### config.mk
export PLATFORM = sky130hd
export DESIGN_NAME = generic_bus_arbiter_flat
export DESIGN_NICKNAME = d
export VERILOG_FILES = /design/src/rtl/generic_bus_arb_pkg.sv /design/src/rtl/generic_bus_if.sv /design/src/rtl/rr_pick2.sv /design/src/rtl/generic_bus_arbiter.sv /design/src/flat_wrapper.sv
export SDC_FILE = /design/constraint.sdc
export NUM_CORES = 1
export LEC_CHECK = 0
export ABC_AREA = 1
export BUFFER_PORTS_ARGS = -buffer_cell sky130_fd_sc_hd__buf_2
export CORE_AREA = 2 2 120 122
export DETAILED_ROUTE_END_ITERATION = 10
export DIE_AREA = 0 0 122 124
export PLACE_DENSITY = 0.45
export SLEW_MARGIN = 5
export SYNTH_ARGS = -nofsm -noshare
export SYNTH_HDL_FRONTEND = slang
export SYNTH_SLANG_ARGS = --single-unit
### constraint.sdc
create_clock -name CLK -period 1.2 [get_ports CLK]
set_input_delay 0.06 -clock CLK [delete_from_list [all_inputs] [get_ports CLK]]
set_output_delay 0.06 -clock CLK [all_outputs]
set_load 0.01 [all_outputs]
### src/rtl/generic_bus_arb_pkg.sv
// Shared types for the two-master generic bus arbiter.
// Bus widths and owner encoding live here so future N-master versions can reuse them.
package generic_bus_arb_pkg;

   typedef enum logic {
      IDLE  = 1'b0,
      OWNED = 1'b1
   } arb_state_t;

   typedef logic owner_t;

   localparam owner_t REQ0 = 1'b0;
   localparam owner_t REQ1 = 1'b1;

   localparam int ADDR_W = 32;
   localparam int DATA_W = 32;
   localparam int BE_W   = 4;

endpackage

### src/rtl/generic_bus_if.sv
// Generic bus: requester drives addr/wdata/ren/wen/byte_en,
// responder returns rdata/busy.
interface generic_bus_if;
   import generic_bus_arb_pkg::*;

   logic [ADDR_W-1:0] addr;
   logic [DATA_W-1:0] wdata;
   logic [DATA_W-1:0] rdata;
   logic              ren;
   logic              wen;
   logic              busy;
   logic [BE_W-1:0]   byte_en;

   modport generic_bus (
      input  addr, wdata, ren, wen, byte_en,
      output rdata, busy
   );

   modport cpu (
      output addr, wdata, ren, wen, byte_en,
      input  rdata, busy
   );

endinterface

### src/rtl/rr_pick2.sv
// Two-way pick: round-robin on a tie, or req0-first when FIXED_PRIORITY.
// Purely combinational; the caller registers the result.
module rr_pick2
   import generic_bus_arb_pkg::*;
#(
   parameter bit FIXED_PRIORITY = 1'b0
) (
   input  logic [1:0] req_i,
   input  owner_t     last_grant_i,
   output logic       valid_o,
   output owner_t     winner_o
);

   always_comb begin
      valid_o  = |req_i;
      winner_o = REQ0;
      unique case (req_i)
         2'b01:   winner_o = REQ0;
         2'b10:   winner_o = REQ1;
         2'b11: begin
            if (FIXED_PRIORITY)
               winner_o = REQ0;
            else
               winner_o = ~last_grant_i;
         end
         default: winner_o = REQ0;
      endcase
   end

endmodule

### src/rtl/generic_bus_arbiter.sv
// Shares one generic bus between two masters, locking it per transaction
// and always inserting one IDLE cycle between grants.
module generic_bus_arbiter
   import generic_bus_arb_pkg::*;
#(
   parameter bit FIXED_PRIORITY = 1'b0
) (
   input  logic                   CLK,
   input  logic                   nRST,
   generic_bus_if.generic_bus     req0_gen_bus_if,
   generic_bus_if.generic_bus     req1_gen_bus_if,
   generic_bus_if.cpu             out_gen_bus_if
);

   arb_state_t state_q, state_d;
   owner_t     owner_q, owner_d;
   owner_t     last_grant_q, last_grant_d;

   logic   req0;
   logic   req1;
   logic   own_req;
   logic   fwd;
   logic   pick_valid;
   owner_t pick_winner;

   assign req0 = req0_gen_bus_if.ren | req0_gen_bus_if.wen;
   assign req1 = req1_gen_bus_if.ren | req1_gen_bus_if.wen;
   assign own_req = (owner_q == REQ1) ? req1 : req0;

   rr_pick2 #(
      .FIXED_PRIORITY (FIXED_PRIORITY)
   ) u_pick (
      .req_i        ({req1, req0}),
      .last_grant_i (last_grant_q),
      .valid_o      (pick_valid),
      .winner_o     (pick_winner)
   );

   always_ff @(posedge CLK) begin
      if (!nRST) begin
         state_q      <= IDLE;
         owner_q      <= REQ0;
         last_grant_q <= REQ1;
      end else begin
         state_q      <= state_d;
         owner_q      <= owner_d;
         last_grant_q <= last_grant_d;
      end
   end

   // Abandon and completion both hand the turn to the other master.
   always_comb begin
      state_d      = state_q;
      owner_d      = owner_q;
      last_grant_d = last_grant_q;
      fwd          = 1'b0;
      unique case (state_q)
         IDLE: begin
            if (pick_valid) begin
               state_d = OWNED;
               owner_d = pick_winner;
            end
         end
         OWNED: begin
            fwd = 1'b1;
            if (!own_req || !out_gen_bus_if.busy) begin
               state_d      = IDLE;
               last_grant_d = owner_q;
            end
         end
         default: begin
            state_d = IDLE;
         end
      endcase
   end

   logic sel0;
   logic sel1;

   assign sel0 = fwd && (owner_q == REQ0);
   assign sel1 = fwd && (owner_q == REQ1);

   assign out_gen_bus_if.ren =
      (sel0 & req0_gen_bus_if.ren) | (sel1 & req1_gen_bus_if.ren);
   assign out_gen_bus_if.wen =
      (sel0 & req0_gen_bus_if.wen) | (sel1 & req1_gen_bus_if.wen);

   assign out_gen_bus_if.addr =
      sel0 ? req0_gen_bus_if.addr :
      sel1 ? req1_gen_bus_if.addr : '0;
   assign out_gen_bus_if.wdata =
      sel0 ? req0_gen_bus_if.wdata :
      sel1 ? req1_gen_bus_if.wdata : '0;
   assign out_gen_bus_if.byte_en =
      sel0 ? req0_gen_bus_if.byte_en :
      sel1 ? req1_gen_bus_if.byte_en : '0;

   assign req0_gen_bus_if.busy = sel0 ? out_gen_bus_if.busy : 1'b1;
   assign req1_gen_bus_if.busy = sel1 ? out_gen_bus_if.busy : 1'b1;

   assign req0_gen_bus_if.rdata = out_gen_bus_if.rdata;
   assign req1_gen_bus_if.rdata = out_gen_bus_if.rdata;

endmodule

### src/flat_wrapper.sv
// flat-port wrapper written by rule: the top's interface ports become plain ports
module generic_bus_arbiter_flat import generic_bus_arb_pkg::*;
#(
   parameter bit FIXED_PRIORITY = 1'b0
)
  (CLK, nRST, req0_gen_bus_if_addr, req0_gen_bus_if_wdata, req0_gen_bus_if_ren, req0_gen_bus_if_wen, req0_gen_bus_if_byte_en, req0_gen_bus_if_rdata, req0_gen_bus_if_busy, req1_gen_bus_if_addr, req1_gen_bus_if_wdata, req1_gen_bus_if_ren, req1_gen_bus_if_wen, req1_gen_bus_if_byte_en, req1_gen_bus_if_rdata, req1_gen_bus_if_busy, out_gen_bus_if_addr, out_gen_bus_if_wdata, out_gen_bus_if_ren, out_gen_bus_if_wen, out_gen_bus_if_byte_en, out_gen_bus_if_rdata, out_gen_bus_if_busy);
  generic_bus_if req0_gen_bus_if_i ();
  generic_bus_if req1_gen_bus_if_i ();
  generic_bus_if out_gen_bus_if_i ();
  input  logic CLK;
  input  logic nRST;
  input wire logic [$bits(req0_gen_bus_if_i.addr)-1:0] req0_gen_bus_if_addr;
  input wire logic [$bits(req0_gen_bus_if_i.wdata)-1:0] req0_gen_bus_if_wdata;
  input wire logic [$bits(req0_gen_bus_if_i.ren)-1:0] req0_gen_bus_if_ren;
  input wire logic [$bits(req0_gen_bus_if_i.wen)-1:0] req0_gen_bus_if_wen;
  input wire logic [$bits(req0_gen_bus_if_i.byte_en)-1:0] req0_gen_bus_if_byte_en;
  output wire logic [$bits(req0_gen_bus_if_i.rdata)-1:0] req0_gen_bus_if_rdata;
  output wire logic [$bits(req0_gen_bus_if_i.busy)-1:0] req0_gen_bus_if_busy;
  input wire logic [$bits(req1_gen_bus_if_i.addr)-1:0] req1_gen_bus_if_addr;
  input wire logic [$bits(req1_gen_bus_if_i.wdata)-1:0] req1_gen_bus_if_wdata;
  input wire logic [$bits(req1_gen_bus_if_i.ren)-1:0] req1_gen_bus_if_ren;
  input wire logic [$bits(req1_gen_bus_if_i.wen)-1:0] req1_gen_bus_if_wen;
  input wire logic [$bits(req1_gen_bus_if_i.byte_en)-1:0] req1_gen_bus_if_byte_en;
  output wire logic [$bits(req1_gen_bus_if_i.rdata)-1:0] req1_gen_bus_if_rdata;
  output wire logic [$bits(req1_gen_bus_if_i.busy)-1:0] req1_gen_bus_if_busy;
  output wire logic [$bits(out_gen_bus_if_i.addr)-1:0] out_gen_bus_if_addr;
  output wire logic [$bits(out_gen_bus_if_i.wdata)-1:0] out_gen_bus_if_wdata;
  output wire logic [$bits(out_gen_bus_if_i.ren)-1:0] out_gen_bus_if_ren;
  output wire logic [$bits(out_gen_bus_if_i.wen)-1:0] out_gen_bus_if_wen;
  output wire logic [$bits(out_gen_bus_if_i.byte_en)-1:0] out_gen_bus_if_byte_en;
  input wire logic [$bits(out_gen_bus_if_i.rdata)-1:0] out_gen_bus_if_rdata;
  input wire logic [$bits(out_gen_bus_if_i.busy)-1:0] out_gen_bus_if_busy;
  assign req0_gen_bus_if_i.addr = req0_gen_bus_if_addr;
  assign req0_gen_bus_if_i.wdata = req0_gen_bus_if_wdata;
  assign req0_gen_bus_if_i.ren = req0_gen_bus_if_ren;
  assign req0_gen_bus_if_i.wen = req0_gen_bus_if_wen;
  assign req0_gen_bus_if_i.byte_en = req0_gen_bus_if_byte_en;
  assign req0_gen_bus_if_rdata = req0_gen_bus_if_i.rdata;
  assign req0_gen_bus_if_busy = req0_gen_bus_if_i.busy;
  assign req1_gen_bus_if_i.addr = req1_gen_bus_if_addr;
  assign req1_gen_bus_if_i.wdata = req1_gen_bus_if_wdata;
  assign req1_gen_bus_if_i.ren = req1_gen_bus_if_ren;
  assign req1_gen_bus_if_i.wen = req1_gen_bus_if_wen;
  assign req1_gen_bus_if_i.byte_en = req1_gen_bus_if_byte_en;
  assign req1_gen_bus_if_rdata = req1_gen_bus_if_i.rdata;
  assign req1_gen_bus_if_busy = req1_gen_bus_if_i.busy;
  assign out_gen_bus_if_addr = out_gen_bus_if_i.addr;
  assign out_gen_bus_if_wdata = out_gen_bus_if_i.wdata;
  assign out_gen_bus_if_ren = out_gen_bus_if_i.ren;
  assign out_gen_bus_if_wen = out_gen_bus_if_i.wen;
  assign out_gen_bus_if_byte_en = out_gen_bus_if_i.byte_en;
  assign out_gen_bus_if_i.rdata = out_gen_bus_if_rdata;
  assign out_gen_bus_if_i.busy = out_gen_bus_if_busy;
  generic_bus_arbiter #(.FIXED_PRIORITY(FIXED_PRIORITY)) u_core (.CLK(CLK), .nRST(nRST), .req0_gen_bus_if(req0_gen_bus_if_i), .req1_gen_bus_if(req1_gen_bus_if_i), .out_gen_bus_if(out_gen_bus_if_i));
endmodule
* Yosys cells after proc, flatten, opt, wreduce, memory -nomap -nowiden
Cells that the tools add are included.
Cells by class: eq/ne operators 2, mux-type cells 14, bitwise operators 11, reductions and logical operators 8
Operator list (count):
- $mux W32 | 4
- $mux W4 | 2
- $mux W1 | 6
- $and A1 B1 Y1 | 4
- $eq A2 B2 Y1 const B | 2
- $or A1 B1 Y1 | 4
- $pmux W1 S2 | 2
- $reduce_and A2 Y1 | 2
- $not A1 Y1 | 3
- $logic_and A1 B1 Y1 | 2
- $logic_not A1 Y1 | 2
- $reduce_or A2 Y1 | 1
- $logic_or A1 B1 Y1 | 1
Word-level totals: register bits after elaboration 3, input bits 175, output and inout bits 136, word-level logic and storage cells 38

* Depth between registers and ports, before layout
Gate-level depths: netlist of the first run.
depth in word-level cells 6, gate-level depth with buffers 6, mapped depth without buffers 6

* By module
From an unflattened synthesis of the first run, not the netlist that was laid out.
Unflattened totals: cell total of the unflattened synthesis 183, area total of the unflattened synthesis 1420.1 um2
By module, submodules not included:
- generic_bus_arbiter | times used 1, cells an instance 180, area an instance 1405.1 um2, sequential area each 60.1 um2
- rr_pick2 | times used 1, cells an instance 3, area an instance 15.0 um2, sequential area each 0.0 um2

* Worst setup path before layout of the first run
OpenSTA, ideal clock, no wires.
kind flip-flop to output port, start reg u_core.state_q, end out out_gen_bus_if_addr[0], data arrival time 0.907 ns, path slack 0.233 ns, stages on the path, launching flop included 5, buffers on the path 1, cells stage by stage dfxtp_1 > nand2_2 > inv_8 > buf_8 > a22o_1
Between the ends: cells in the longest elaborated chain, start to end 4, elaborated cells on any way between the ends 5
Ends and longest elaborated chain:
- start, declared | RTL line generic_bus_arbiter.sv:15 | arb_state_t state_q, state_d;
- start signal, assigned | RTL line generic_bus_arbiter.sv:45 | state_q <= state_d;
- $mux W1 (*) | RTL line generic_bus_arbiter.sv:57 | unique case (state_q)
- $logic_and A1 B1 Y1 | RTL line generic_bus_arbiter.sv:81 | assign sel1 = fwd && (owner_q == REQ1);
- $mux W32 | RTL line generic_bus_arbiter.sv:90 | sel1 ? req1_gen_bus_if.addr : '0;
- $mux W32 (*) | RTL line generic_bus_arbiter.sv:89 | sel0 ? req0_gen_bus_if.addr :
- end, declared | RTL line flat_wrapper.sv:26 | output wire logic [$bits(out_gen_bus_if_i.addr)-1:0] out_gen_bus_if_addr;
Every way passes the cells marked *; elsewhere a longest branch is shown, timed or not.

* Worst setup path in the final report of the first run
start reg u_core.owner_q, end out out_gen_bus_if_addr[10]
Between the ends: cells in the longest elaborated chain, start to end 3, elaborated cells on any way between the ends 5
Ends and longest elaborated chain:
- start, declared | RTL line generic_bus_arbiter.sv:16 | owner_t owner_q, owner_d;
- start signal, assigned | RTL line generic_bus_arbiter.sv:46 | owner_q <= owner_d;
- $logic_and A1 B1 Y1 or $not A1 Y1 (tied branches) | RTL line generic_bus_arbiter.sv:81, generic_bus_arbiter.sv:80
- $mux W32 or $logic_and A1 B1 Y1 (tied branches) | RTL line generic_bus_arbiter.sv:90, generic_bus_arbiter.sv:80
- $mux W32 (*) | RTL line generic_bus_arbiter.sv:89
Marks and branches as above.

==> results.env, run 1 <==
CTS.ROOT.BUFFER_CELL='sky130_fd_sc_hd__clkbuf_16'
VDD.IR_DROP.WORST_mV=0.7670
REPORT.FINAL.SLEW_VIOL_COUNT=0
DIEAREA_UM2=15130
MET2_WIRELENGTH_MM=3.801
PLACE.DETAILED.INSTANCES=507
MAX_STAGE_DELAY_PS=350
CRITICAL_PATH_CLASS='reg -> out'
AVERAGE_DETAILED_ROUTED_WIRE_LENGTH_PER_INSTANCE_UM=13.84
DRV.MAX_CAP_VIOLATION_COUNT=0
RR_STARTPOINT='u_core.owner_q'
UTILIZATION_PCT=18.38
DIE_H_UM=124
FINALCLOCKSKEW_PS=1.626
KIND_OF_START_POINT_OF_THE_CRITICAL_PATH='flop'
LAYOUT.CELLS.MOST_COMMON='sky130_fd_sc_hd__buf_2'
POSTROUTEWIRELENGTH_MM=7.196
YOSYSWARNINGS=0
POWER_mW=1.691
GRT_PASS1_WL_MM=9.232
CP_SLOWEST_CELL='sky130_fd_sc_hd__dfxtp_4'
TOTALNEGATIVESETUPSLACK_PS=-7217
GRT_PASS1_VIAS=1817
TIMING.SLEW.HEADROOM_PCT=84.94
SYNTH-SEQ-AREA-SHARE_PCT=4.054
CTS-ROOT-TO-SINK-BUFFERS=2
CLOCK_PIN_SLEW_ON_THE_WORST_SETUP_AND_HOLD_PATHS_PS=30
LAYOUT-DRIVE-GT1-SHARE_PCT=70.50
NUMCLOCKSINKS=3
PWR_DENSITY_CELL_nW_PER_UM2=670.8
GRT_OVERFLOW=0
ROUTE.TOP_LAYER_USED='met4'
WORSTMARGINPINSLEW_PS=225.1
FINAL_CRITICAL_PATH_SETUP_SLACK_PS=-135.7
TIMING.REG2REG.SETUP_SLACK_PS=200
SETUP_VIOL=68
HOLDWS_PS=95.07
ROW_CNT=43
TIMING.REG2REG.WORST_PATH_DEPTH=5
CTS_HTREE_LEVELS=1
TIMING.FINAL.CRIT_SHARE_PCT=111.3
CTS_TREE='built'
RUN_STATUS='finished, violations left'
SYNTH_FP_NETS=360
GRT_SETUP_UNREPAIRED='true'
NUMBER_OF_DISTINCT_LIBRARY_CELL_VARIANTS_IN_THE_GATE_LEVEL_NETLIST_AFTER_SYNTHESIS=14
TIMING.FMAX_MHz=748.7
POSTSYNTHAREAPERCELL_UM2=8.008
POWER_LEAKAGE_nW=1.500
WORST-ENDPOINT-ARRIVAL_PS=1280
CP_DATA_REQUIRED_TIME_PS=1140
DRC_VIOLATION_COUNT_AFTER_ROUTING=0
GRT_USAGE_PCT=7.847
NUM_IO_PINS=311
WORST_SETUP_PATH_ENDPOINT='out_gen_bus_if_addr[10]'
POST_SYNTH_INSTANCE_AREA_UM2=1481
ROUTABILITYCONGESTION=0.7266
FINALWORSTPATHREQUIREDPERIOD_PS=1336
PLACE.DETAILED.HPWL_MM=5.313
FINALNONFILLERCELLS=520
FP.COREAREA_UM2=13720
MET3WIRELENGTH_UM=682
WORST_PATH_CELL_TRACE='nand2_4 -> inv_8 -> buf_16 -> a22o_1 -> buf_2'
FINALHOLDVIOLCOUNT=0
FIRSTDRTPASSITERS=4
ROUTE.ANTENNA.REMAINING_NETS=0
HIGHEST_COUNT_CELLS_IN_THE_LAYOUT_IGNORING_FILL_AND_TAPS='sky130_fd_sc_hd__buf_2, sky130_fd_sc_hd__a22o_1, sky130_fd_sc_hd__nand2_1'
POSTSYNTHREGISTERBITS=3
WORST_PATH_DOMINANT_CELL_FAMILY='buffers and inverters'
SETUP.WORST_PATH.START='u_core.owner_q'
NUMCTSBUFFERS=3
VIA_PER_INST=3.800
FLOORPLAN.INITIALDENSITY_PCT=10.80
TIMING.CRITICAL_PATH.TO_TYPE='output port'
TOP_FANOUT_VALUE_ON_THE_CRITICAL_PATH=20
DETAILEDROUTE.FIRSTITERATIONVIOLATIONS=39
FAILED_CHECKS='setup timing'
VIA_COUNT=1976
ROUTEDLENGTHMET1_MM=2.640
CTS-HOLD-FIX-BUFFERS=0
WORSTPATHBUFFERINVERTERCOUNT=3
AREA_DELTA_SYNTH_FINAL_PCT=70.19
POST_SYNTH_INST_COUNT=185
R2R_END='u_core.last_grant_q'
GRT_START_MAX_NET_PINS=21
GRT_ANTENNA_BEFORE_REPAIR=1
WORST_SKEW_PAIR.LATE_LATENCY_PS=220
WORST_HOLD_PATH_TYPE='in -> reg'
TIMING.CRITICAL_PATH.DEPTH=5
FINAL_NETS=515
PORT_BUFFERS=214
DIE_W_UM=122
==> where the power goes <==
group          switching [mW]  internal (mW)
clock                  0.0816          0.438
combinational           0.483          0.569
sequential             0.0113          0.109
==> registers in the layout (all words and copies together) (netlist names) <==
register and count:
u_core.owner_q 1, u_core.state_q 1, u_core.last_grant_q 1
==> routing by layer <==
layer	track usage, %	vias to the layer above
li1	-	929
met5	0	-
met2	14.94	135
met1	9.026	893
met3	1.603	19
met4	1.580	0
==> cells by family after synthesis <==
kind of cell,Yosys count,share of synthesized area (%)
buf+inv,87,47.80
compound gates,74,42.23
simple gates,21,5.912
flops,3,4.054
==> area by class of cell <==
| class | count | area (um2) |
|---|---|---|
| multi-input cells | 95 | 725.7 |
| well taps | 180 | 225.2 |
| flip-flops and latches | 3 | 67.56 |
| diodes | 1 | 2.502 |
| inverters | 9 | 51.30 |
| repair buffers | 228 | 1370 |
| clock buffers | 4 | 78.83 |
| fillers | 1552 | 11200 |
==> Yosys cell counts, drive strengths merged <==
cell type	n	share of area [%]
buf	78	45
a22o	68	40
nand2	15	4.1
inv	9	3.0
o21ai	4	1.4
dfxtp	3	4.1
nand3	3	1.0
nor2	3	0.76
a21oi	2	0.68
==> worst reg2reg max path, stage by stage (launching register included) <==
cell	delay [ps]
sky130_fd_sc_hd__dfxtp_4	350
sky130_fd_sc_hd__nand2_4	100
sky130_fd_sc_hd__inv_8	70
sky130_fd_sc_hd__buf_16	150
sky130_fd_sc_hd__a21oi_1	150
sky130_fd_sc_hd__nand2_1	60
==> per-stage QoR <==
| stage | setup WS [ps] | cell area [um2] |
|---|---|---|
| after floorplan | 232.6 | 1481 |
| after global placement | 13.90 | 2208 |
| after detailed placement | -22.76 | 2208 |
| after CTS | -168.8 | 2490 |
| after global routing | -185.1 | 2519 |
| final | -135.7 | 2521 |
==> worst min path at each step <==
stage | start | end | slack, ps | depth (start not counted)
after floorplan | nRST | u_core.state_q | 200 | 2
after global placement | out_gen_bus_if_rdata[11] | req0_gen_bus_if_rdata[11] | 120 | 0
after detailed placement | out_gen_bus_if_rdata[11] | req0_gen_bus_if_rdata[11] | 120 | 0
after CTS | nRST | u_core.state_q | 100 | 3
after global routing | out_gen_bus_if_rdata[30] | req0_gen_bus_if_rdata[30] | 120 | 0
final | nRST | u_core.state_q | 100 | 3
==> repair_timing <==
action	in CTS	in global routing
pin swaps	1	0
cloned	5	1
setup buffers	2	0
endpoints found under the setup margin	71	71
resized for setup	22	1
Note: power is estimated with default switching activity, not from simulation.
==> run 2, diff against run 1 <==
--- a/config.mk
+++ b/config.mk
@@ -7,10 +7,10 @@
 export LEC_CHECK = 0
 export ABC_AREA = 1
 export BUFFER_PORTS_ARGS = -buffer_cell sky130_fd_sc_hd__buf_2
-export CORE_AREA = 2 2 120 122
+export CORE_AREA = 2 2 122 124
 export DETAILED_ROUTE_END_ITERATION = 10
-export DIE_AREA = 0 0 122 124
-export PLACE_DENSITY = 0.45
+export DIE_AREA = 0 0 124 126
+export PLACE_DENSITY = 0.44
 export SLEW_MARGIN = 5
 export SYNTH_ARGS = -nofsm -noshare
 export SYNTH_HDL_FRONTEND = slang
==> constraint.sdc (replaced) <==
create_clock -name CLK -period 1.6 [get_ports CLK]
set_input_delay 0.08 -clock CLK [delete_from_list [all_inputs] [get_ports CLK]]
set_output_delay 0.08 -clock CLK [all_outputs]
set_load 0.01 [all_outputs]
==> run 2 against run 1 <==
Net effect: the run now ends clean; die area grew 3.3%; clock-buffer cell count unchanged; design area shrank 10%; register-to-register slack gained 330 ps; cell count fell by 1.5%; sequential power is 25% lower; combinational power shrank 37%; total power decreased by 32%; core utilization shrank 2.6 points; first-iteration DRC count grew 5.1%; sequential share of layout area barely moved; critical path type unchanged; critical endpoint is now out_gen_bus_if_addr[9]; largest power group unchanged.
==> results.env, run 2 (synthesis results as in run 1) <==
NUMCTSBUFFERS=3  # unchanged
REPORT.FINAL.SLEW_VIOL_COUNT=0  # unchanged
DIE_W_UM=124  # +1.6%
POWER_LEAKAGE_nW=1.388  # -7.5%
CTS-HOLD-FIX-BUFFERS=0  # unchanged
DRV.MAX_CAP_VIOLATION_COUNT=0  # unchanged
VIA_COUNT=1886  # -4.6%
FINALHOLDVIOLCOUNT=0  # unchanged
FINALWORSTPATHREQUIREDPERIOD_PS=1442
PLACE.DETAILED.HPWL_MM=4.599  # -13%
POST_CTS_RESIZE_COUNT=0  # -100%
CRITICAL_PATH_CLASS='reg -> out'
LAYOUT.CELLS.MOST_COMMON='sky130_fd_sc_hd__buf_2'
WORST-ENDPOINT-ARRIVAL_PS=1360  # +80 ps
CTS_HTREE_LEVELS=1  # unchanged
CTS_SETUP_BUFFERS=0  # -2
AVERAGE_DETAILED_ROUTED_WIRE_LENGTH_PER_INSTANCE_UM=11.41  # -18%
FINALCLOCKSKEW_PS=0.4199  # -1.206 ps
DRC_VIOLATION_COUNT_AFTER_ROUTING=0  # unchanged
TOTALNEGATIVESETUPSLACK_PS=0  # +7217 ps
FINAL_NETS=504  # -2.1%
GRT_PASS1_WL_MM=7.396  # -20%
LAYOUT-DRIVE-GT1-SHARE_PCT=68.29  # -2.2 points
FLOORPLAN.INITIALDENSITY_PCT=10.35  # -0.45 points
PWR_DENSITY_CELL_nW_PER_UM2=507.7  # -24%
GRT_OVERFLOW=0  # unchanged
CP_SLOWEST_CELL='sky130_fd_sc_hd__dfxtp_1'
WORST_SKEW_PAIR.LATE_LATENCY_PS=220  # about the same
ROUTABILITYCONGESTION=0.6905  # -5.0%
NUMCLOCKSINKS=3  # unchanged
WORST_HOLD_PATH_TYPE='in -> reg'
UTILIZATION_PCT=15.78  # -2.6 points
KIND_OF_START_POINT_OF_THE_CRITICAL_PATH='flop'
SETUP_VIOL=0  # -100%
FINALNONFILLERCELLS=512  # -1.5%
MAX_STAGE_DELAY_PS=410  # +60 ps
PLACE.DETAILED.INSTANCES=507  # unchanged
GRT_PASS1_VIAS=1723  # -5.2%
ROW_CNT=44  # +2.3%
WORST_PATH_CELL_TRACE='inv_1 -> nand2_2 -> inv_4 -> buf_12 -> a22o_1 -> buf_2'
DETAILEDROUTE.FIRSTITERATIONVIOLATIONS=41  # +5.1%
CLOCK_PIN_SLEW_ON_THE_WORST_SETUP_AND_HOLD_PATHS_PS=30  # about the same
TIMING.CRITICAL_PATH.TO_TYPE='output port'
FILLERINSTANCES=1633  # +5.2%
ANTENNA-DIODE-COUNT=0  # -1
AREA_DELTA_SYNTH_FINAL_PCT=52.45
POSTROUTEWIRELENGTH_MM=5.843  # -19%
ROUTE.ANTENNA.REMAINING_NETS=0  # unchanged
RUN_STATUS='finished, final reports clean'
NUM_IO_PINS=311  # unchanged
VIA_PER_INST=3.684  # -3.1%
TIMING.FINAL.CRIT_SHARE_PCT=90.14
DIE_H_UM=126  # +1.6%
TOP_FANOUT_VALUE_ON_THE_CRITICAL_PATH=39  # +95%
FIN_AREA_UM2=2258  # -10%
DIEAREA_UM2=15620  # +3.3%
GRT_USAGE_PCT=5.715  # -2.1 points
TIMING.SLEW.HEADROOM_PCT=82.49  # -2.4 points
VDD.IR_DROP.WORST_mV=0.6758  # -12%
CTS-ROOT-TO-SINK-BUFFERS=2  # unchanged
PORT_BUFFERS=214  # unchanged
WORSTMARGINPINSLEW_PS=261.7  # +36.60 ps
GRT_ANTENNA_BEFORE_REPAIR=0  # -1
FIRSTDRTPASSITERS=4  # unchanged
CTS.ROOT.BUFFER_CELL='sky130_fd_sc_hd__clkbuf_16'
TIMING.REG2REG.SETUP_SLACK_PS=530  # +330 ps
TOP_REGS='u_core.last_grant_q (1), u_core.owner_q (1), u_core.state_q (1)'
POWER_mW=1.147  # -32%
CTS_TREE='built'
GRT_SETUP_UNREPAIRED='false'
FP.COREAREA_UM2=14310  # +4.3%
CP_DATA_REQUIRED_TIME_PS=1520  # +380 ps
TIMING.FMAX_MHz=693.3
GRT_START_MAX_NET_PINS=71  # +240%
DPL-INSTANCE-AREA_UM2=2158  # -2.3%
HIGHEST_COUNT_CELLS_IN_THE_LAYOUT_IGNORING_FILL_AND_TAPS='sky130_fd_sc_hd__buf_2, sky130_fd_sc_hd__a22o_1, sky130_fd_sc_hd__nand2_1'
==> run 2: cell count changes in the layout (fill, tap and decap cells not counted), moves of 2 or more <==
cell	before	now
sky130_fd_sc_hd__dfxtp_4	2	0
sky130_fd_sc_hd__dfxtp_1	1	3
sky130_fd_sc_hd__buf_4	4	0
sky130_fd_sc_hd__buf_16	6	0
sky130_fd_sc_hd__buf_2	211	214
sky130_fd_sc_hd__buf_6	3	0
==> run 2: area by class of cell <==
class	count	area (um2)	area share [%]
Multi-Input combinational cell	95	718.2	31.80
Timing Repair Buffer	216	1111	49.20
Timing Repair inverter	1	11.26	0.4986
Sequential cell	3	60.06	2.659
Inverter	9	48.80	2.161
Clock buffer	4	78.83	3.490
Tap cell	184	230.2	10.19
==> run 2: power breakdown <==
part / total (mW) / internal, mW / switching, mW
combinational: 0.666 / 0.349 / 0.318
sequential: 0.0897 / 0.0819 / 0.00785
clock: 0.391 / 0.328 / 0.0623
total: 1.15 / 0.759 / 0.388
==> run 2: routing by layer <==
metal / share of wire (%) / up-vias / global-route usage (%)
li1: - / 900 / -
met4: 1.2 / 0 / 1.718
met3: 9.7 / 14 / 0.7699
met5: 0 / - / 0
met2: 51 / 119 / 11.60
met1: 38 / 853 / 5.847
==> run 2: final timing paths <==
path	startpoint	endpoint	cells past startpoint
max	u_core.owner_q	out_gen_bus_if_addr[9]	6
min	nRST	u_core.state_q	3
max reg2reg	u_core.state_q	u_core.last_grant_q	4
min reg2reg	u_core.last_grant_q	u_core.last_grant_q	2
==> run 2: stage by stage <==
stage                     hold WS [ps]  setup slack [ps]
final                            121.2             157.7
after detailed placement         160.1             292.4
after global placement           160.1             355.2
after floorplan                  218.4             612.6
after CTS                        121.4             56.38
after global routing             137.6             59.51
==> run 2: worst max-delay path: cells and delay by family (launching register included) <==
family / cells / cell delay (ps)
buf+inv: 4 / 440
flops: 1 / 410
compound gates: 1 / 200
simple gates: 1 / 80
==> run 3, diff against run 2 <==
--- a/config.mk
+++ b/config.mk
@@ -8,6 +8,7 @@
 export ABC_AREA = 1
 export BUFFER_PORTS_ARGS = -buffer_cell sky130_fd_sc_hd__buf_2
 export CORE_AREA = 2 2 122 124
+export CTS_BUF_LIST = sky130_fd_sc_hd__clkbuf_16
 export DETAILED_ROUTE_END_ITERATION = 10
 export DIE_AREA = 0 0 124 126
 export PLACE_DENSITY = 0.44
==> run 3 against run 2 <==
Net effect: clock power decreased by 2%; critical path depth unchanged; core utilization unchanged; clock skew is essentially flat; fmax hardly changed; worst setup slack about the same; design area stayed put.
==> results.env, run 3 (synthesis results as in run 1) <==
GRT_OVERFLOW=0  # unchanged
WORST_PATH_CELL_TRACE='inv_1 -> nand2_2 -> inv_4 -> buf_12 -> a22o_1 -> buf_2'
TIMING.CRITICAL_PATH.TO_TYPE='output port'
AREA_DELTA_SYNTH_FINAL_PCT=52.45  # unchanged
FINAL_NETS=504  # unchanged
FINALWORSTPATHREQUIREDPERIOD_PS=1442  # +0.01600 ps
ROW_CNT=44  # unchanged
CTS_SETUP_BUFFERS=0  # unchanged
DIEAREA_UM2=15620  # unchanged
DIE_W_UM=124  # unchanged
BUSIEST_LAYER='met2'
WORST-ENDPOINT-ARRIVAL_PS=1360  # about the same
NUM_IO_PINS=311  # unchanged
FINALCLOCKSKEW_PS=0.8629  # +0.4430 ps
CTS-ROOT-TO-SINK-BUFFERS=2  # unchanged
REPORT.FINAL.SLEW_VIOL_COUNT=0  # unchanged
GRT_ANTENNA_BEFORE_REPAIR=0  # unchanged
POWER_mW=1.141  # -0.50%
PLACE.DETAILED.HPWL_MM=4.599  # unchanged
CP_SLOWEST_CELL='sky130_fd_sc_hd__dfxtp_1'
SETUP_VIOL=0  # unchanged
WORSTPATHBUFFERINVERTERCOUNT=4  # unchanged
GRT_PASS1_VIAS=1723  # unchanged
ANTENNA-DIODE-COUNT=0  # unchanged
WORST_PATH_DOMINANT_CELL_FAMILY='buffers and inverters'
TOP_REGS='u_core.last_grant_q (1), u_core.owner_q (1), u_core.state_q (1)'
TOTALNEGATIVESETUPSLACK_PS=0  # unchanged
GRT_USAGE_PCT=5.715  # unchanged
POSTROUTEWIRELENGTH_MM=5.847  # about the same
MAX_STAGE_DELAY_PS=410  # about the same
NUMCLOCKSINKS=3  # unchanged
GRT_SETUP_UNREPAIRED='false'
DRC_VIOLATION_COUNT_AFTER_ROUTING=0  # unchanged
PORT_BUFFERS=214  # unchanged
ROUTE.ANTENNA.REMAINING_NETS=0  # unchanged
FIRSTDRTPASSITERS=4  # unchanged
WORSTMARGINPINSLEW_PS=261.7  # unchanged
TOP_FANOUT_VALUE_ON_THE_CRITICAL_PATH=39  # unchanged
DETAILEDROUTE.FIRSTITERATIONVIOLATIONS=41  # unchanged
CTS.ROOT.BUFFER_CELL='sky130_fd_sc_hd__clkbuf_16'
VIA_COUNT=1887  # +0.053%
GLOBALROUTEMET2UTIL_PCT=11.60  # unchanged
DRV.MAX_CAP_VIOLATION_COUNT=0  # unchanged
CTS-HOLD-FIX-BUFFERS=0  # unchanged
CTS_TREE='built'
AVERAGE_DETAILED_ROUTED_WIRE_LENGTH_PER_INSTANCE_UM=11.42  # about the same
HIGHEST_COUNT_CELLS_IN_THE_LAYOUT_IGNORING_FILL_AND_TAPS='sky130_fd_sc_hd__buf_2, sky130_fd_sc_hd__a22o_1, sky130_fd_sc_hd__nand2_1'
FP.COREAREA_UM2=14310  # unchanged
KIND_OF_START_POINT_OF_THE_CRITICAL_PATH='flop'
CP_DATA_REQUIRED_TIME_PS=1520  # about the same
TIMING.FMAX_MHz=693.3  # about the same
GROUTE.LAYER.MET1.USAGE_PCT=5.847  # unchanged
WORST_SKEW_PAIR.LATE_LATENCY_PS=220  # about the same
CTS_HTREE_LEVELS=1  # unchanged
WORST_HOLD_PATH_TYPE='in -> reg'
GRT_PASS1_WL_MM=7.396  # unchanged
TIMING.FINAL.CRIT_SHARE_PCT=90.14  # about the same
DIE_H_UM=126  # unchanged
VIA_PER_INST=3.686  # about the same
GRTUSAGEMET3_PCT=0.7699  # unchanged
CLOCK_PIN_SLEW_ON_THE_WORST_SETUP_AND_HOLD_PATHS_PS=30  # about the same
LAYOUT.CELLS.MOST_COMMON='sky130_fd_sc_hd__buf_2'
FINALHOLDVIOLCOUNT=0  # unchanged
PWR_DENSITY_CELL_nW_PER_UM2=505.2  # -0.50%
CRITICAL_PATH_CLASS='reg -> out'
TIMING.SLEW.HEADROOM_PCT=82.49  # unchanged
VDD.IR_DROP.WORST_mV=0.6759  # about the same
GRT_START_MAX_NET_PINS=71  # unchanged
FLOORPLAN.INITIALDENSITY_PCT=10.35  # unchanged
POWER_LEAKAGE_nW=1.392  # +0.30%
LAYOUT-DRIVE-GT1-SHARE_PCT=68.29  # unchanged
NUMCTSBUFFERS=3  # unchanged
ROUTABILITYCONGESTION=0.6905  # unchanged
RUN_STATUS='finished, final reports clean'
POST_CTS_RESIZE_COUNT=0  # unchanged
==> run 3: cell count changes in the layout (fill, tap and decap cells not counted), sizes merged <==
cell and delta:
inv +1, clkbuf -1
==> run 3: worst register-to-register path: stages, from the launching register on <==
cell and delay (ps):
sky130_fd_sc_hd__dfxtp_1 430, sky130_fd_sc_hd__nand2_4 160, sky130_fd_sc_hd__inv_8 240, sky130_fd_sc_hd__a21oi_1 120, sky130_fd_sc_hd__nand2_1 70
==> run 3: power by group <==
part	internal, mW	leakage (nW)	switching (mW)
combinational	0.349	1.32	0.318
sequential	0.0819	0.0249	0.00785
clock	0.322	0.0423	0.0631
==> run 3: path summary, 6_finish.rpt <==
path                            cells past startpoint  slack [ps]                 from                endpoint
worst max-delay path                                6         160       u_core.owner_q  out_gen_bus_if_addr[9]
worst min-delay path                                3         120                 nRST          u_core.state_q
worst max register to register                      4         540       u_core.state_q     u_core.last_grant_q
worst min register to register                      2         450  u_core.last_grant_q     u_core.last_grant_q
==> run 3: layout make-up <==
cell class / count / area, um2
repair buffers: 216 / 1111
flip-flops and latches: 3 / 60.06
clock inverters: 1 / 3.754
fillers: 1633 / 12060
inverters: 9 / 48.80
clock buffers: 3 / 75.07
multi-input cells: 95 / 718.2
repair inverters: 1 / 11.26
well taps: 184 / 230.2
==> run 3: metal layers <==
layer | up-vias | routed length (um)
met4 | 0 | 70
met5 | - | 0
met3 | 14 | 563
met1 | 854 | 2228
met2 | 119 | 2985
li1 | 900 | -
==> run 3: per-stage QoR <==
step / worst slack, ps / hold slack [ps] / area [um2] / instances / utilization, %
floorplan: 612.6 / 218.4 / 1481 / 185 / -
global placement: 355.2 / 160.1 / 2158 / 507 / 15.08
detailed placement: 292.4 / 160.1 / 2158 / 507 / 15.08
CTS: 56.38 / 121.4 / 2237 / 511 / 15.63
global route: 59.51 / 137.6 / 2258 / 512 / 15.78
finish: 157.7 / 121.2 / 2258 / 512 / 15.78
